--- config.mk ---
export PLATFORM = sky130hd
export DESIGN_NAME = mostra_sequencia
export DESIGN_NICKNAME = d
export VERILOG_FILES = /design/src/rtl/jogo_pkg.sv /design/src/rtl/temporizador_mostra.sv /design/src/rtl/mostra_sequencia.sv
export SDC_FILE = /design/constraint.sdc
export NUM_CORES = 1
export LEC_CHECK = 0
export ABC_AREA = 1
export CAP_MARGIN = 20
export CORE_UTILIZATION = 45
export DETAILED_ROUTE_END_ITERATION = 10
export HOLD_SLACK_MARGIN = 0.12
export PLACE_DENSITY = 0.67
export SETUP_SLACK_MARGIN = 0.02
export SYNTH_ARGS = -nofsm -noshare
export SYNTH_HDL_FRONTEND = slang
export SYNTH_SLANG_ARGS = --single-unit
--- constraint.sdc ---
create_clock -name clock -period 2.44 [get_ports clock]
set_clock_uncertainty 0.2 [all_clocks]
set_input_delay 0.488 -clock clock [delete_from_list [all_inputs] [get_ports clock]]
set_output_delay 0.488 -clock clock [all_outputs]
set_load 0.02 [all_outputs]
--- src/rtl/jogo_pkg.sv ---
// Shared definitions for the memory game: state codes shown on the debug
// 7-segment digit and default presentation timings.
package jogo_pkg;

    // 4-bit codes so db_estado can drive hexa7seg directly
    typedef enum logic [3:0] {
        INICIAL = 4'h0,
        PREPARA = 4'h1,
        BUSCA   = 4'h2,
        ACENDE  = 4'h3,
        APAGA   = 4'h4,
        PROXIMO = 4'h5,
        FIM     = 4'hF
    } estado_t;

    localparam int unsigned T_ON_PADRAO  = 1000;
    localparam int unsigned T_OFF_PADRAO = 500;

endpackage

--- src/rtl/temporizador_mostra.sv ---
// Up-counter timing the lit and dark phases of each displayed word.
// Synchronous clear has priority over enable; the count saturates at all-ones.
module temporizador_mostra #(
    parameter int unsigned T_ON  = 1000,
    parameter int unsigned T_OFF = 500
) (
    input  logic clock,
    input  logic reset,
    input  logic limpa,
    input  logic conta,
    output logic fim_on,
    output logic fim_off
);

    localparam int unsigned T_MAX = (T_ON > T_OFF) ? T_ON : T_OFF;
    localparam int unsigned W     = (T_MAX > 1) ? $clog2(T_MAX) : 1;

    logic [W-1:0] cont_q, cont_d;

    // Next count: clear, saturating increment, or hold
    always_comb begin
        cont_d = cont_q;
        if (limpa) begin
            cont_d = '0;
        end else if (conta && (cont_q != '1)) begin
            cont_d = cont_q + W'(1);
        end
    end

    // Count register with asynchronous active-low reset
    always_ff @(posedge clock or negedge reset) begin
        if (!reset) begin
            cont_q <= '0;
        end else begin
            cont_q <= cont_d;
        end
    end

    assign fim_on  = (cont_q == W'(T_ON - 1));
    assign fim_off = (cont_q == W'(T_OFF - 1));

endmodule

--- src/rtl/mostra_sequencia.sv ---
// Plays the stored game sequence on the LEDs: each word from address 0 up to
// the latched limit is lit for T_ON clocks followed by T_OFF dark clocks,
// then pronto pulses for one cycle.
module mostra_sequencia
    import jogo_pkg::*;
#(
    parameter int unsigned ADDR_W = 4,
    parameter int unsigned DATA_W = 4,
    parameter int unsigned T_ON   = T_ON_PADRAO,
    parameter int unsigned T_OFF  = T_OFF_PADRAO
) (
    input  logic              clock,
    input  logic              reset,
    input  logic              iniciar,
    input  logic [ADDR_W-1:0] limite,
    input  logic [DATA_W-1:0] mem_dado,
    output logic [ADDR_W-1:0] mem_endereco,
    output logic [DATA_W-1:0] leds,
    output logic              mostrando,
    output logic              pronto,
    output logic [3:0]        db_estado
);

    estado_t           estado_q;
    logic [ADDR_W-1:0] end_q;
    logic [ADDR_W-1:0] limite_q;
    logic [DATA_W-1:0] leds_q;
    logic              mostrando_q;
    logic              pronto_q;

    logic conta, limpa;
    logic fim_on, fim_off;

    temporizador_mostra #(
        .T_ON (T_ON),
        .T_OFF(T_OFF)
    ) u_temporizador (
        .clock  (clock),
        .reset  (reset),
        .limpa  (limpa),
        .conta  (conta),
        .fim_on (fim_on),
        .fim_off(fim_off)
    );

    // Timer runs only inside a lit/dark phase; it is cleared on the phase's
    // final cycle and in every other state, so each phase starts from zero
    always_comb begin
        conta = 1'b0;
        case (estado_q)
            ACENDE:  conta = !fim_on;
            APAGA:   conta = !fim_off;
            default: conta = 1'b0;
        endcase
    end

    assign limpa = !conta;

    // Presentation FSM with registered address, LED, status and pulse outputs
    always_ff @(posedge clock or negedge reset) begin
        if (!reset) begin
            estado_q    <= INICIAL;
            end_q       <= '0;
            limite_q    <= '0;
            leds_q      <= '0;
            mostrando_q <= 1'b0;
            pronto_q    <= 1'b0;
        end else begin
            pronto_q <= 1'b0;
            case (estado_q)
                INICIAL: begin
                    leds_q <= '0;
                    if (iniciar) begin
                        estado_q    <= PREPARA;
                        mostrando_q <= 1'b1;
                    end
                end
                PREPARA: begin
                    end_q    <= '0;
                    limite_q <= limite;
                    estado_q <= BUSCA;
                end
                BUSCA: begin
                    leds_q   <= mem_dado;
                    estado_q <= ACENDE;
                end
                ACENDE: begin
                    if (fim_on) begin
                        leds_q   <= '0;
                        estado_q <= APAGA;
                    end
                end
                APAGA: begin
                    if (fim_off) begin
                        // Limit check precedes the increment, so the address never wraps
                        if (end_q == limite_q) begin
                            estado_q    <= FIM;
                            mostrando_q <= 1'b0;
                            pronto_q    <= 1'b1;
                        end else begin
                            estado_q <= PROXIMO;
                        end
                    end
                end
                PROXIMO: begin
                    end_q    <= end_q + ADDR_W'(1);
                    estado_q <= BUSCA;
                end
                FIM: begin
                    estado_q <= INICIAL;
                end
                default: begin
                    estado_q    <= INICIAL;
                    mostrando_q <= 1'b0;
                end
            endcase
        end
    end

    assign mem_endereco = end_q;
    assign leds         = leds_q;
    assign mostrando    = mostrando_q;
    assign pronto       = pronto_q;
    assign db_estado    = estado_q;

endmodule

==> results of run 1 <==
[where the power goes]
part | switching (uW) | internal [uW] | leakage (uW)
clock | 133 | 57.9 | 0.0000138
combinational | 529 | 338 | 0.000504
sequential | 94.2 | 586 | 0.000369
total | 756 | 981 | 0.000887
[cells by family after synthesis]
group / Yosys count / share of synthesized area
AND/OR/NAND/NOR: 113 / 0.3478
buffers and inverters: 29 / 0.07283
flip-flops: 28 / 0.4583
AO/OA/AOI/OAI: 16 / 0.06464
XOR/XNOR: 7 / 0.04010
adder cells (fa/ha/maj): 2 / 0.01636
[layer usage]
layer  track usage  vias up  wire length, um
met2        0.3564       25             1633
met1        0.2296      616             1383
met5             0        -                0
met4        0.1163        0               70
met3       0.02814        6               86
li1              -      668                -
[cells in the final DEF (no fill, tap or decap), types with 4 or more instances in the layout]
| master | netlist | layout |
|---|---|---|
| nand3_1 | 18 | 18 |
| xor2_1 | 5 | 5 |
| dfrtp_1 | 28 | 28 |
| nor2_1 | 20 | 20 |
| nand2_1 | 56 | 56 |
| a21oi_1 | 5 | 5 |
| a21oi_2 | 4 | 4 |
| clkdlybuf4s50_1 | 0 | 24 |
| inv_1 | 25 | 25 |
| nand2_2 | 4 | 4 |
[worst min-delay path, delay by kind of cell, from the launching register on]
family	cells	cell delay [ns]
flip-flops	1	0.37
AND/OR/NAND/NOR	2	0.10
[registers in the layout (all words and copies together), names as in the netlist]
register and cells:
u_temporizador.cont_q 10, db_estado 4, leds 4, limite_q 4
mem_endereco 4, mostrando 1, pronto 1
[metrics by stage]
stage          cells  utilization  instance area (um^2)  worst slack, ns
6_report         267       0.5928                  1854           0.3032
5_1_grt          267       0.5928                  1854           0.2254
4_1_cts          267       0.5928                  1854           0.2788
3_5_place_dp     264       0.5856                  1832           0.6648
3_3_place_gp     264       0.5856                  1832           0.7039
2_1_floorplan    195            -                  1529           0.9067
[area by class of cell]
cell class / count / area share
multi-input combinational: 138 / 0.3866
sequential: 28 / 0.3779
timing repair buffer: 25 / 0.1336
inverter: 29 / 0.06005
tap: 44 / 0.02969
clock buffer: 3 / 0.01215
[worst min path at each step]
stage	slack [ns]	depth (start not counted)	to
floorplan	-0.008	0	db_estado[0]
global placement	0.26	2	mostrando
detailed placement	0.26	2	mostrando
CTS	0.30	2	mostrando
global route	0.34	2	limite_q[0]
finish	0.29	2	mostrando
==> flow_metrics.py, run 1 <==
metrics = {
    "clocking": {
        "ctsResizeCount": 0,
        "cts_tree": "yes",
        "clkLatencyLatePin_ns": 0.32,
        "cts_made_buffers": 3,
        "clockBufferDepth": 2,
        "cts-htree-levels": 1,
        "cts_sinks": 28,
        "post-cts-setup-buffer-count": 0,
        "cts_root_buffer": "clkbuf_4",
        "ctsHoldBuffers": 0,
        "clk_pin_slew_worst_paths_ns": 0.14,
    },
    "die": {
        "die_x_um": 60.29,
        "rows": 20,
        "pin_count": 25,
        "die_h_um": 60.29,
        "start_util": 0.4888,
        "core-area_mm2": 0.003128,
        "die_area_mm2": 0.003635,
    },
    "sta": {
        "hold_viol_final": 0,
        "fin_tns_setup_ns": 0,
        "slew_headroom": 0.7102,
        "final.period_utilization": 0.8758,
        "fmax_ghz": 0.4680,
        "grt_setup_unrepaired": "no",
        "fin_crit_ns": 2.137,
        "slew_viol_final": 0,
        "hold-worst-slack_ns": 0.2901,
        "setup_violations": 0,
        "tightest_slew_ns": 0.4324,
    },
    "synthesis": {
        "synth-edff-count": 0,
        "synth_area_leaders": "dfrtp_1 (46%), nand2_1 (14%), inv_1 (6.1%)",
        "ys_types": 24,
        "synth_cells": 195,
        "synthesis.area_mm2": 0.001529,
        "yosysSeqAreaShare": 0.4583,
        "yosys.cell_count.top_type": "nand2_1",
        "syn_avg_cell_area_um2": 7.841,
        "ys_async_sr_fraction": 1.000,
        "yosys_warnings": 0,
        "synth_seq_cells": 28,
        "synth_top_cell_area_share": 0.4583,
        "synth_top_area_cell": "dfrtp_1",
        "synthFlopType": "dfrtp_1",
        "netlist_top_cells_count": "nand2_1 (56), dfrtp_1 (28), inv_1 (25), nor2_1 (20), nand3_1 (18)",
        "synth_fp_nets": 208,
    },
    "worst_setup_path": {
        "critPathBufInv": 1,
        "reg2reg_depth": 9,
        "r2r-end": "db_estado[1]",
        "cp_max_fo": 6,
        "critPathRequiredTime_ns": 1.75,
        "end_kind": "primary output",
        "cpLargestDelayFamily": "buffers and inverters",
        "crit_path_end": "db_estado[3]",
        "cp.arrival_ns": 1.45,
        "crit_chain": "clkdlybuf4s50_1",
        "slowest_delay_ns": 0.64,
        "cp.depth": 1,
        "r2r_start": "u_temporizador.cont_q[0]",
        "critPathLaunch": "db_estado[3]",
        "ff2ff_setup_slack_ns": 0.66,
        "critPathKind": "flop to primary output",
        "critPathLaunchType": "flop",
        "cpMaxStageDelayCell": "clkdlybuf4s50_1",
    },
    "pwr": {
        "p_leak_uw": 0.0008869,
        "cellPowerDensity_mw_per_mm2": 937.0,
        "irDropWorstVdd_mv": 0.4492,
        "power_uw": 1737,
    },
    "finish": {
        "multi_input_area_um2": 716.9,
        "area_growth_pct": 21.28,
        "num_antenna_cells": 0,
        "regArea_um2": 700.7,
        "drive_gt1_frac": 0.1211,
        "final_net_count": 238,
        "fill_cells": 281,
    },
    "place": {
        "dp_hpwl_mm": 2.451,
        "io_buffers": 24,
        "place_congestion": 0.8282,
    },
    "routing": {
        "wire_per_inst_um": 11.88,
        "dr.pass1.iters": 4,
        "first_iter_violations": 32,
        "ant_nets": 0,
        "drc_errors": 0,
        "wl_mm": 3.173,
        "viasPerCell": 4.925,
        "num_vias": 1315,
    },
    "global_routing": {
        "gr-total-overflow": 0,
        "grt_max_degree": 29,
        "grt_pass1_wl_mm": 5.375,
        "grtUsageTotal": 0.2019,
        "antenna_found_initial": 0,
        "grt_pass1_vias": 1306,
    },
    "hold_path": {
        "worstHoldStart": "mostrando",
        "min_path_type": "flop to flop",
    },
    "job": {
        "cap_violations": 0,
    },
    "outcome": {
        "status": "complete, no violations",
    },
}
Power figures use the tool's default switching activity.
==> run 2, diff against run 1 <==
--- a/config.mk
+++ b/config.mk
@@ -8,10 +8,12 @@
 export ABC_AREA = 1
 export CAP_MARGIN = 20
 export CORE_UTILIZATION = 45
+export CTS_CLUSTER_DIAMETER = 100
 export DETAILED_ROUTE_END_ITERATION = 10
 export HOLD_SLACK_MARGIN = 0.12
 export PLACE_DENSITY = 0.67
 export SETUP_SLACK_MARGIN = 0.02
 export SYNTH_ARGS = -nofsm -noshare
 export SYNTH_HDL_FRONTEND = slang
+export SYNTH_HIERARCHICAL = 1
 export SYNTH_SLANG_ARGS = --single-unit
==> run 2 against run 1 <==
Non-clock buffer count grew 5. Global-route usage shrank 0.35 points. Register-to-register slack lost 0.49 ns. Critical endpoint is now u_temporizador/cont_q[0]. Critical path depth grew 10. Critical path type is now flop to flop. Largest power group unchanged. Synthesized cell count grew 9.2%. Routed wire length grew 4.7%. Sequential cell count is the same. Maximum frequency shrank 6.1%. Utilization shrank 0.61 points. Via count grew 9.4%.
==> flow_metrics.py, run 2 <==
metrics = {
    "die": {
        "start_util": 0.4728,
        "die_h_um": 61.45,
        "rows": 21,
        "core-area_mm2": 0.003363,
        "pin_count": 25,
        "die_area_mm2": 0.003775,
        "die_x_um": 61.45,
    },
    "synthesis": {
        "synth-compound-area-share": 0.06373,
        "synth_fp_nets": 226,
        "synthAdderAreaFrac": 0.01574,
        "ys_types": 25,
        "synth-xor-area-share": 0.03304,
        "synth_top_area_cell": "dfrtp_1",
        "synth-edff-count": 0,
        "yosys_warnings": 6,
        "synthesis.area_mm2": 0.001590,
        "synth_area_leaders": "dfrtp_1 (44%), nand2_1 (17%), inv_1 (6.8%)",
        "synth_top_family_by_area": "simple AND/OR/NAND/NOR gates",
        "synth_seq_cells": 28,
        "synthFlopType": "dfrtp_1",
        "synth_mux_area_frac": 0,
        "netlist_top_cells_count": "nand2_1 (71), inv_1 (29), dfrtp_1 (28), nor2_1 (17), nand3_1 (13)",
        "yosys.cell_count.top_type": "nand2_1",
        "synth_top_cell_area_share": 0.4406,
        "yosys.area_share.simple": 0.3706,
        "yosysSeqAreaShare": 0.4406,
        "ys_async_sr_fraction": 1.000,
        "synth_cells": 213,
        "syn_avg_cell_area_um2": 7.466,
    },
    "place": {
        "dp_hpwl_mm": 2.452,
        "place_congestion": 0.8271,
        "io_buffers": 24,
    },
    "sta": {
        "hold_viol_final": 0,
        "slew_viol_final": 0,
        "final.period_utilization": 0.9324,
        "fin_tns_setup_ns": 0,
        "setup_violations": 0,
        "grt_setup_unrepaired": "no",
        "fin_crit_ns": 2.275,
        "fmax_ghz": 0.4396,
        "tightest_slew_ns": 0.4849,
        "slew_headroom": 0.6768,
    },
    "routing": {
        "num_vias": 1439,
        "wl_mm": 3.321,
        "wire_per_inst_um": 11.37,
        "dr.pass1.iters": 4,
        "first_iter_violations": 113,
        "drc_errors": 0,
        "ant_nets": 0,
        "viasPerCell": 4.928,
    },
    "finish": {
        "drive_gt1_frac": 0.1341,
        "final_net_count": 261,
        "final_common_cell": "nand2_1",
        "utilization": 0.5867,
        "largest_register_ffs": 10,
        "regMostFlops": "u_temporizador/cont_q",
        "num_antenna_cells": 0,
        "area_growth_pct": 24.08,
        "mostFrequentLayoutCells": "nand2_1 (70), dfrtp_1 (28), inv_1 (27)",
    },
    "hold_path": {
        "hold_path_depth": 2,
        "min_path_type": "flop to flop",
    },
    "worst_setup_path": {
        "cp.arrival_ns": 2.35,
        "cp_max_fo": 6,
        "critPathKind": "flop to flop",
        "critPathLaunchType": "flop",
        "end_kind": "flop",
        "ff2ff_setup_slack_ns": 0.17,
        "critPathRequiredTime_ns": 2.51,
        "reg2reg_depth": 11,
    },
    "global_routing": {
        "grt_pass1_wl_mm": 5.568,
        "antenna_found_initial": 0,
        "gr-total-overflow": 0,
        "grt_max_degree": 29,
        "grtUsageTotal": 0.1984,
        "grt_pass1_vias": 1274,
    },
    "pwr": {
        "p_sw_uw": 791.4,
        "seq_power_share": 0.373,
        "irDropWorstVdd_mv": 0.3519,
        "clkPwrFrac": 0.106,
        "power.internal_uw": 978.6,
        "cellPowerDensity_mw_per_mm2": 897.0,
        "sw_frac_of_total": 0.4471,
        "combPwrFrac": 0.521,
        "p_leak_uw": 0.0009832,
    },
    "clocking": {
        "cts_made_buffers": 3,
        "clkLatencyLatePin_ns": 0.33,
        "cts_root_buffer": "clkbuf_4",
        "cts_sinks": 28,
        "cts-htree-levels": 1,
        "clockBufferDepth": 2,
        "cts_tree": "yes",
        "clk_pin_slew_worst_paths_ns": 0.15,
    },
    "outcome": {
        "status": "complete, no violations",
    },
    "job": {
        "cap_violations": 0,
    },
}
[run 2: cell type report]
type / instances / area (um^2)
clock buffers: 3 / 22.52
inverters: 31 / 127.6
repair buffers: 30 / 285.3
fillers: 336 / 1390
multi-input cells: 154 / 779.5
flip-flops and latches: 28 / 700.7
well taps: 46 / 57.56
[run 2: layer usage]
layer	routed length, um	GRT usage
met4	36	0.06667
met3	128	0.02311
met2	1506	0.3183
met5	0	0
met1	1650	0.2797
[run 2: final timing paths]
kind,from,endpoint
setup / recovery,u_temporizador/cont_q[4],u_temporizador/cont_q[0]
hold / removal,mostrando,mostrando
setup reg to reg,u_temporizador/cont_q[4],u_temporizador/cont_q[0]
hold reg to reg,mostrando,mostrando
max in group asynchronous,reset,db_estado[2]
min in group asynchronous,reset,u_temporizador/cont_q[0]
[run 2: critical path: stages, from the launching register on]
cell     delay [ns]
dfrtp_1        0.46
nand2_1        0.15
inv_1          0.07
nand2_1        0.12
nor4_2         0.05
inv_1          0.10
nand4_1        0.18
nand2_2        0.19
inv_1          0.06
a21oi_1        0.39
nand3_1        0.14
o21ai_1        0.11
[run 2: cells by family (layout without fill, tap and decap cells)]
group / after synthesis / count (layout)
AND/OR/NAND/NOR: 127 / 127
buffers and inverters: 31 / 64
flip-flops: 28 / 28
AO/OA/AOI/OAI: 19 / 19
XOR/XNOR: 6 / 6
adder cells (fa/ha/maj): 2 / 2
[run 2: power by group through the flow]
stage / combinational (uW) / clock, uW / sequential [uW]
after floorplan: 523 / 0 / 726
after global placement: 859 / 0 / 667
after detailed placement: 857 / 0 / 671
after CTS: 863 / 198 / 660
after global routing: 1040 / 213 / 676
final: 922 / 188 / 660
[run 2: repair_timing]
| action | CTS | global route |
|---|---|---|
| buffers inserted | 0 | 4 |
| setup endpoints to repair | 8 | 9 |
| resized for setup | 1 | 5 |
| hold buffers | 0 | 0 |
| gates cloned | 0 | 0 |
[run 2: metrics by stage]
stage | power [uW] | area, um^2 | hold WS, ns | setup slack (ns) | instances
final | 1770 | 1973 | 0.2875 | 0.1650 | 292
after global routing | 1926 | 1973 | 0.3290 | 0.01575 | 292
after CTS | 1721 | 1926 | 0.2945 | 0.05938 | 288
after detailed placement | 1528 | 1903 | 0.2609 | 0.02352 | 285
after global placement | 1525 | 1903 | 0.2540 | 0.06888 | 285
after floorplan | 1248 | 1590 | -0.007591 | 0.3894 | 213
==> run 3, diff against run 2 <==
--- a/config.mk
+++ b/config.mk
@@ -7,6 +7,7 @@
 export LEC_CHECK = 0
 export ABC_AREA = 1
 export CAP_MARGIN = 20
+export CORE_MARGIN = 2
 export CORE_UTILIZATION = 45
 export CTS_CLUSTER_DIAMETER = 100
 export DETAILED_ROUTE_END_ITERATION = 10
@@ -17,3 +18,4 @@
 export SYNTH_HDL_FRONTEND = slang
 export SYNTH_HIERARCHICAL = 1
 export SYNTH_SLANG_ARGS = --single-unit
+export TNS_END_PERCENT = 100
==> run 3 against run 2 <==
Sequential power hardly changed. Maximum frequency rose by 0.93%. Via count fell by 0.76%. Critical endpoint is now db_estado[1].
==> flow_metrics.py, run 3 (synthesized netlist as in run 2, its figures left out) <==
metrics = {
    "finish": {
        "mostFrequentLayoutCells": "nand2_1 (70), dfrtp_1 (28), inv_1 (27)",
        "fill_cells": 323,
        "final_net_count": 262,
        "num_antenna_cells": 0,
        "largest_register_ffs": 10,
        "regMostFlops": "u_temporizador/cont_q",
        "regArea_um2": 700.7,
        "final_common_cell": "nand2_1",
        "fin_cells": 294,
        "drive_gt1_frac": 0.1452,
        "multi_input_area_um2": 783.3,
        "area_growth_pct": 26.67,
    },
    "global_routing": {
        "grtUsageTotal": 0.1807,
        "grt_pass1_vias": 1313,
        "antenna_found_initial": 0,
        "grt_pass1_wl_mm": 5.782,
        "gr-total-overflow": 0,
        "grt_max_degree": 29,
    },
    "clocking": {
        "cts_made_buffers": 3,
        "clk_pin_slew_worst_paths_ns": 0.15,
        "cts_tree": "yes",
        "ctsHoldBuffers": 0,
        "cts_root_buffer": "clkbuf_4",
        "clockBufferDepth": 2,
        "cts-htree-levels": 1,
        "clkLatencyLatePin_ns": 0.33,
        "cts_sinks": 28,
    },
    "sta": {
        "slew_headroom": 0.7650,
        "setup_violations": 0,
        "fin_crit_ns": 2.254,
        "tightest_slew_ns": 0.3525,
        "hold_viol_final": 0,
        "fin_ws_ns": 0.1859,
        "final.period_utilization": 0.9238,
        "slew_viol_final": 0,
        "grt_setup_unrepaired": "no",
        "fin_tns_setup_ns": 0,
        "fmax_ghz": 0.4436,
    },
    "worst_setup_path": {
        "ff2ff_setup_slack_ns": 0.28,
        "critPathBufInv": 1,
        "end_kind": "primary output",
        "cpLargestDelayFamily": "buffers and inverters",
        "critPathLaunch": "db_estado[1]",
        "critPathLaunchType": "flop",
        "r2r_start": "u_temporizador/cont_q[1]",
        "slowest_delay_ns": 0.67,
        "critPathKind": "flop to primary output",
        "cp_max_fo": 7,
        "crit_chain": "clkdlybuf4s50_1",
        "cpMaxStageDelayCell": "clkdlybuf4s50_1",
        "cp.arrival_ns": 1.57,
        "critPathRequiredTime_ns": 1.75,
    },
    "routing": {
        "viasPerCell": 4.857,
        "first_iter_violations": 96,
        "ant_nets": 0,
        "drc_errors": 0,
        "num_vias": 1428,
        "dr.pass1.iters": 4,
        "wire_per_inst_um": 11.15,
        "wl_mm": 3.279,
    },
    "hold_path": {
        "min_path_type": "flop to flop",
        "worstHoldStart": "mostrando",
    },
    "die": {
        "die_h_um": 63.45,
        "rows": 21,
        "die_area_mm2": 0.004025,
        "core-area_mm2": 0.003363,
        "pin_count": 25,
        "start_util": 0.4728,
        "die_x_um": 63.45,
    },
    "pwr": {
        "p_leak_uw": 0.001002,
        "irDropWorstVdd_mv": 0.4575,
        "cellPowerDensity_mw_per_mm2": 942.6,
    },
    "place": {
        "place_ws_ns": 0.08051,
        "dp_hpwl_mm": 2.404,
        "place_congestion": 0.8337,
        "place_inst": 285,
        "io_buffers": 24,
    },
    "outcome": {
        "status": "complete, no violations",
    },
    "job": {
        "cap_violations": 0,
    },
}
[run 3: cell types whose count changed in the layout (fill, tap and decap cells not counted)]
cell       delta
bufinv_16     +1
a21oi_1       -1
buf_4         +1
a21oi_2       +1
[run 3: final timing paths]
path	end	depth (start not counted)
max reg2reg	u_temporizador/cont_q[5]	12
min reg2reg	mostrando	2
max in group asynchronous	mem_endereco[0]	2
min in group asynchronous	limite_q[3]	2
min	mostrando	2
max	db_estado[1]	1
[run 3: per-stage QoR]
step                total power (uW)  cell area [um^2]  utilization  hold slack [ns]
floorplan                       1248              1590            -        -0.007591
global placement                1521              1903       0.5658           0.2554
detailed placement              1524              1903       0.5658           0.2579
CTS                             1835              1956       0.5815           0.2940
global route                    2065              2014       0.5990           0.3257
finish                          1899              2014       0.5990           0.2855
[run 3: metal layers]
metal	GRT usage	part of all wire	wire length, um
met5	0	0	0
met1	0.2543	0.49	1604
met2	0.2868	0.46	1516
met3	0.03214	0.038	123
met4	0.04891	0.011	36
[run 3: area by class of cell]
cell class | instances | area share
clock buffers | 3 | 0.01118
clock inverters | 1 | 0.01491
inverters | 31 | 0.06335
multi-input cells | 154 | 0.3888
flip-flops and latches | 28 | 0.3478
well taps | 46 | 0.02857
repair buffers | 31 | 0.1453
[run 3: repair_timing]
action | 4_1_cts | 5_1_grt
gates resized for setup | 0 | 7
setup buffers | 0 | 5
hold endpoints to repair | 0 | 0
endpoints found under the setup margin | 0 | 9
[run 3: power breakdown]
| group | total [uW] | internal [uW] | switching [uW] | leakage (uW) |
|---|---|---|---|---|
| registers | 661 | 564 | 97.8 | 0.000370 |
| logic | 930 | 370 | 560 | 0.000605 |
| clock network | 307 | 166 | 141 | 0.0000279 |
| total | 1900 | 1100 | 799 | 0.00100 |
